## config.mk

```make
export PLATFORM = sky130hd
export DESIGN_NAME = fetch_seq
export DESIGN_NICKNAME = d
export VERILOG_FILES = /design/src/rtl/fetch_defs_pkg.sv /design/src/rtl/fetch_skid_buf.sv /design/src/rtl/fetch_seq.sv
export SDC_FILE = /design/constraint.sdc
export NUM_CORES = 1
export LEC_CHECK = 0
export BUFFER_PORTS_ARGS = -buffer_cell sky130_fd_sc_hd__buf_2
export CAP_MARGIN = 20
export CORE_AREA = 2 2 128 143
export CTS_CLUSTER_SIZE = 30
export DETAILED_ROUTE_END_ITERATION = 12
export DIE_AREA = 0 0 130 145
export PLACE_DENSITY = 0.72
export SETUP_SLACK_MARGIN = 0.1
export SYNTH_ARGS = -nofsm -noshare
export SYNTH_HDL_FRONTEND = slang
export SYNTH_SLANG_ARGS = --single-unit
```

## constraint.sdc

```tcl
create_clock -name clk -period 5.7 [get_ports clk]
set_input_delay 1.14 -clock clk [delete_from_list [all_inputs] [get_ports clk]]
set_output_delay 1.14 -clock clk [all_outputs]
set_load 0.03 [all_outputs]
```

## src/rtl/fetch_defs_pkg.sv

```systemverilog
// Shared definitions for the fetch sequencer: widths, reset PC and FSM encoding.
package fetch_defs;

   localparam int          ADDR_W   = 32;
   localparam int          INSTR_W  = 32;
   localparam logic [31:0] RESET_PC = 32'h0000_3000;

   typedef enum logic [1:0] {
      IDLE  = 2'd0,
      FETCH = 2'd1,
      WAIT  = 2'd2,
      DRAIN = 2'd3
   } fetch_state_e;

   // Instruction addresses are word aligned; the two low bits never reach memory.
   function automatic logic [ADDR_W-1:0] word_align(input logic [ADDR_W-1:0] a);
      return {a[ADDR_W-1:2], 2'b00};
   endfunction

endpackage

```

## src/rtl/fetch_skid_buf.sv

```systemverilog
// Two-entry FIFO of {pc, instr}: entry 0 is the output register, entry 1 the skid.
module fetch_skid_buf #(
   parameter int ADDR_W  = fetch_defs::ADDR_W,
   parameter int INSTR_W = fetch_defs::INSTR_W
) (
   input  logic               clk,
   input  logic               rst,
   input  logic               push,
   input  logic [ADDR_W-1:0]  push_pc,
   input  logic [INSTR_W-1:0] push_instr,
   input  logic               pop,
   input  logic               flush,
   output logic [ADDR_W-1:0]  head_pc,
   output logic [INSTR_W-1:0] head_instr,
   output logic [1:0]         count,
   output logic               full
);
   typedef struct packed {
      logic [ADDR_W-1:0]  pc;
      logic [INSTR_W-1:0] instr;
   } entry_t;

   entry_t entry0, entry1, new_entry;
   logic   do_push, do_pop;

   assign new_entry  = '{pc: push_pc, instr: push_instr};
   assign full       = (count == 2'd2);
   assign do_pop     = pop && (count != 2'd0);
   assign do_push    = push && (!full || do_pop);
   assign head_pc    = entry0.pc;
   assign head_instr = entry0.instr;

   // NOTE: non-blocking assignments for every register so all flops see pre-edge values.
   always_ff @(posedge clk) begin
      if (rst || flush) count <= 2'd0;
      else              count <= count + {1'b0, do_push} - {1'b0, do_pop};
   end

   // NOTE: payload storage is deliberately not reset; validity lives only in count,
   // and the top gates the visible outputs with it.
   always_ff @(posedge clk) begin
      if (!flush) begin
         unique case ({do_push, do_pop})
            2'b10: begin
               if (count == 2'd0) entry0 <= new_entry;
               else               entry1 <= new_entry;
            end
            2'b01: entry0 <= entry1;
            2'b11: begin
               if (count == 2'd1) begin
                  entry0 <= new_entry;
               end else begin
                  entry0 <= entry1;
                  entry1 <= new_entry;
               end
            end
            default: ;
         endcase
      end
   end

endmodule

```

## src/rtl/fetch_seq.sv

```systemverilog
// PC sequencer and instruction-fetch controller with a two-entry queue toward decode.
// Optional FETCH_STATS_EN adds saturating fetch and bubble counters.
module fetch_seq #(
   parameter int                ADDR_W   = fetch_defs::ADDR_W,
   parameter int                INSTR_W  = fetch_defs::INSTR_W,
   parameter logic [ADDR_W-1:0] RESET_PC = ADDR_W'(fetch_defs::RESET_PC)
) (
   input  logic               clk,
   input  logic               rst,
   input  logic               redirect,
   input  logic [ADDR_W-1:0]  pc_next_in,
   input  logic               stall,
   output logic               imem_req,
   output logic [ADDR_W-1:0]  imem_addr,
   input  logic               imem_ack,
   input  logic [INSTR_W-1:0] imem_rdata,
   output logic [INSTR_W-1:0] instr,
   output logic [ADDR_W-1:0]  instr_pc,
   output logic               instr_valid
`ifdef FETCH_STATS_EN
   ,
   output logic [31:0]        stat_fetch,
   output logic [31:0]        stat_bubble
`endif
);
   import fetch_defs::*;

   fetch_state_e      state, state_n;
   logic [ADDR_W-1:0] pc, pc_n, abort_addr, abort_n, target;
   logic              push, pop, flush;
   logic [1:0]        q_count;
   logic              q_full;
   logic [ADDR_W-1:0] head_pc;
   logic [INSTR_W-1:0] head_instr;

   assign target      = {pc_next_in[ADDR_W-1:2], 2'b00};
   assign instr_valid = (q_count != 2'd0);
   assign pop         = instr_valid && !stall;
   assign instr       = instr_valid ? head_instr : '0;
   assign instr_pc    = instr_valid ? head_pc    : '0;
   // While draining, the aborted address must stay on the bus until its ack.
   assign imem_addr   = (state == DRAIN) ? abort_addr : pc;

   always_ff @(posedge clk) begin
      if (rst) begin
         state      <= IDLE;
         pc         <= RESET_PC;
         abort_addr <= RESET_PC;
      end else begin
         state      <= state_n;
         pc         <= pc_n;
         abort_addr <= abort_n;
      end
   end

   // NOTE: every output of this block gets a default first so no latch is inferred.
   always_comb begin
      state_n  = state;
      pc_n     = pc;
      abort_n  = abort_addr;
      push     = 1'b0;
      flush    = 1'b0;
      imem_req = 1'b0;
      unique case (state)
         IDLE: begin
            state_n = FETCH;
            if (redirect) begin
               flush = 1'b1;
               pc_n  = target;
            end
         end
         FETCH: begin
            imem_req = 1'b1;
            if (redirect) begin
               flush = 1'b1;
               pc_n  = target;
               if (!imem_ack) begin
                  abort_n = pc;
                  state_n = DRAIN;
               end
            end else if (imem_ack) begin
               push = 1'b1;
               pc_n = pc + ADDR_W'(4);
               // Holding two words after this edge means no room for another request.
               if (q_count == 2'd1 && !pop) state_n = WAIT;
            end
         end
         WAIT: begin
            if (redirect) begin
               flush   = 1'b1;
               pc_n    = target;
               state_n = FETCH;
            end else if (pop || !q_full) begin
               state_n = FETCH;
            end
         end
         DRAIN: begin
            imem_req = 1'b1;
            if (redirect) begin
               flush = 1'b1;
               pc_n  = target;
            end
            if (imem_ack) state_n = FETCH;
         end
         default: state_n = IDLE;
      endcase
   end

   fetch_skid_buf #(
      .ADDR_W (ADDR_W),
      .INSTR_W(INSTR_W)
   ) u_skid (
      .clk       (clk),
      .rst       (rst),
      .push      (push),
      .push_pc   (pc),
      .push_instr(imem_rdata),
      .pop       (pop),
      .flush     (flush),
      .head_pc   (head_pc),
      .head_instr(head_instr),
      .count     (q_count),
      .full      (q_full)
   );

`ifdef FETCH_STATS_EN
   always_ff @(posedge clk) begin
      if (rst) begin
         stat_fetch  <= '0;
         stat_bubble <= '0;
      end else begin
         if (push && stat_fetch != '1)         stat_fetch  <= stat_fetch + 32'd1;
         if (!instr_valid && stat_bubble != '1) stat_bubble <= stat_bubble + 32'd1;
      end
   end
`endif

endmodule

```

==> impl_metrics.py <==
metrics = {
    "logic_synthesis": {
        "yosysMostFrequentCell": "edfxtp_1",
        "synth.area.mux_share_pct": 12.6,
        "synth_area_um2": 8550,
        "syn_avg_cell_area_um2": 12.0,
        "synthSimpleGateAreaFrac_pct": 15.2,
        "ys_ff_latch": 189,
        "synthFlopType": "edfxtp_1",
        "synth_common_cells": "125 x edfxtp_1, 79 x mux2_2, 77 x nand2_1, 68 x nor2b_1, 64 x dfxtp_1",
        "synth_area_leader_cell": "edfxtp_1",
        "syn_inst": 713,
        "synth_top_family_by_area": "simple AND/OR/NAND/NOR gates",
        "synth-async-reset-ratio_pct": 0,
        "netlist.area_leader.share_pct": 43.9,
        "synthAdderAreaFrac_pct": 0.439,
        "synth_seq_area_share_pct": 58.9,
        "synth_compound_area_share_pct": 6.10,
        "synth_edf_count": 125,
        "synth.distinct_cells": 52,
        "synth_xor_area_share_pct": 2.46,
        "synth.area.top_cells": "edfxtp_1 44%, dfxtp_1 15%, mux2_2 10%, nor2b_1 5.0%, nand2_1 3.4%",
        "yosys_warnings": 0,
    },
    "floorplanning": {
        "chipHeight_um": 145,
        "placementRows": 51,
        "die_w_um": 130,
        "fp.coreArea_um2": 17400,
        "start_util_pct": 49.1,
        "io_pins": 167,
        "dieArea_um2": 18900,
    },
    "cells_and_area": {
        "fin_cells": 1101,
        "n_fill_cell": 1512,
        "finalNetCount": 922,
        "stdcell_area_um2": 10100,
        "drive_gt1_share_pct": 34.8,
        "num_antenna_cells": 0,
        "areaGrowthSynthToFinish_pct": 18.0,
    },
    "clock_tree": {
        "hold_buffers": 0,
        "cts_root_buf": "clkbuf_16",
        "clk_latency_ns": 0.43,
        "path_clk_slew_ns": 0.07,
        "post_cts_resize_count": 0,
        "clockBufferDepth": 2,
        "clock_sinks": 189,
        "cts-buffers-inserted": 17,
        "postCtsSetupRepairBufs": 0,
        "cts_tree": "done",
        "cts_max_level": 4,
    },
    "drt": {
        "drt_pre_antenna_iters": 4,
        "drc_errors": 0,
        "drtIter0Drc": 312,
        "routed-via-count": 5613,
        "routedWlPerCell_um": 15.8,
        "ant_nets": 0,
        "viasPerCell": 5.10,
        "drt_wl_total_mm": 17.4,
    },
    "global_routing": {
        "grt_max_degree": 66,
        "grt_antenna_before_repair": 0,
        "track_usage_pct": 18.9,
        "grt_pass1_wl_mm": 27.9,
        "gr-total-overflow": 0,
        "grt_pass1_vias": 5340,
    },
    "timing": {
        "fin_crit_sh_pct": 56.2,
        "timing.hold.ws_ns": 0.454,
        "finalCriticalPeriod_ns": 3.21,
        "finalHoldViolations": 0,
        "max_slew_margin_pct": 38.9,
        "finalSetupViolCount": 0,
        "max_freq_mhz": 312,
        "slew_viol_final": 0,
        "rsz0062_at_grt": "false",
        "finalSetupTns_ns": 0,
        "worstMarginPinSlew_ns": 0.914,
        "fin_skew_ns": 0.0117,
    },
    "pwr": {
        "p_total_w": 0.00306,
        "intPower_w": 0.00232,
        "pwr-share-comb_pct": 9.0,
        "leakage_nw": 3.90,
        "power_frac_seq_pct": 50.6,
        "irDropWorstVdd_mv": 0.202,
        "p_clk_share_pct": 40.4,
        "p_per_area_nw_per_um2": 303,
        "swShare_pct": 24.2,
        "p_sw_w": 0.000742,
    },
    "place": {
        "dp_hpwl_mm": 11.2,
        "placed_cell_area_um2": 9470,
        "place_congestion": 0.786,
        "place_inst": 1069,
        "port_buffers": 162,
    },
    "min_path": {
        "hp-class": "reg2reg",
    },
    "setup_path": {
        "end_kind": "register",
        "cp-start-kind": "input pin",
        "cp_max_fo": 42,
        "crit_arrival_ns": 3.27,
        "required_ns": 5.76,
        "critPathKind": "in2reg",
    },
    "flow_run": {
        "drv_cap": 0,
    },
    "run_status": {
        "status": "finished, final reports clean",
    },
}
## worst max-delay path: stages
cell and delay [ns]:
buf_2 0.16, and3b_1 0.62, nand2b_4 0.17, nor2_4 0.53, buf_4 0.58
## final cells by class
type	instances	area, um^2	share of cell area [%]
Clock buffer	21	514	5.09
Clock inverter	11	114	1.13
Inverter	21	78.8	0.781
Multi-Input combinational cell	451	3190	31.6
Sequential cell	189	5030	49.9
Tap cell	238	298	2.95
Timing Repair Buffer	170	871	8.63
## routing by layer
layer  wire [um]  GRT usage, %
met4         233          6.13
met3         738          4.06
met5           0             0
met1        8240          26.3
met2        8200          29.5
## sequential cells by signal, indices dropped and copies added (netlist names)
name               flops
u_skid.entry1         62
u_skid.head_instr     32
u_skid.head_pc        31
abort_addr            30
pc                    30
state                  2
u_skid.count           2
## power groups by stage
stage	combinational [W]	clock (W)	sequential (W)
floorplan	0.000212	0	0.00156
global placement	0.000274	0	0.00158
detailed placement	0.000277	0	0.00158
CTS	0.000278	0.00127	0.00155
global route	0.000301	0.00131	0.00156
finish	0.000274	0.00124	0.00155
## worst paths after layout
check / startpoint / end / slack [ns] / cells after the start
max: imem_ack / u_skid.entry1[46] / 2.49 / 5
min: abort_addr[7] / abort_addr[7] / 0.45 / 2
max reg2reg: state[0] / u_skid.entry1[46] / 2.79 / 4
min reg2reg: abort_addr[7] / abort_addr[7] / 0.45 / 2
## through the flow
stage	worst slack, ns	utilization [%]
after global placement	2.00	54.3
after detailed placement	2.00	54.3
after floorplan	0.815	-
after CTS	2.47	58.0
after global routing	2.35	58.0
final	2.49	58.0
## logic make-up (layout without fill, tap and decap cells)
kind of cell	count (synthesis)	after routing
AOI/OAI and AO/OA	87	87
xor gates and xnor gates	24	24
adders and majority gates	3	3
buffers and inverters	75	223
DFF	189	189
muxes	96	96
other	1	3
and+or+nand+nor	238	238
## placed cells by master, fill, tap and decap left out, types with 5 or more instances in the layout
cell type and count:
inv_1 21, mux2_1 13, o21a_1 14, nand3_1 13, a21oi_1 54, inv_6 5, xor2_1 5, nor3_1 5
and4_1 7, nor2_4 5, buf_2 162, nor2_1 24, nand2_1 77, nand4_1 13, clkbuf_16 20, buf_4 8
nor2b_1 68, dfxtp_1 64, mux2_2 79, xnor2_1 19, edfxtp_1 125, o21ai_0 8
(Power assumes the default switching activity.)
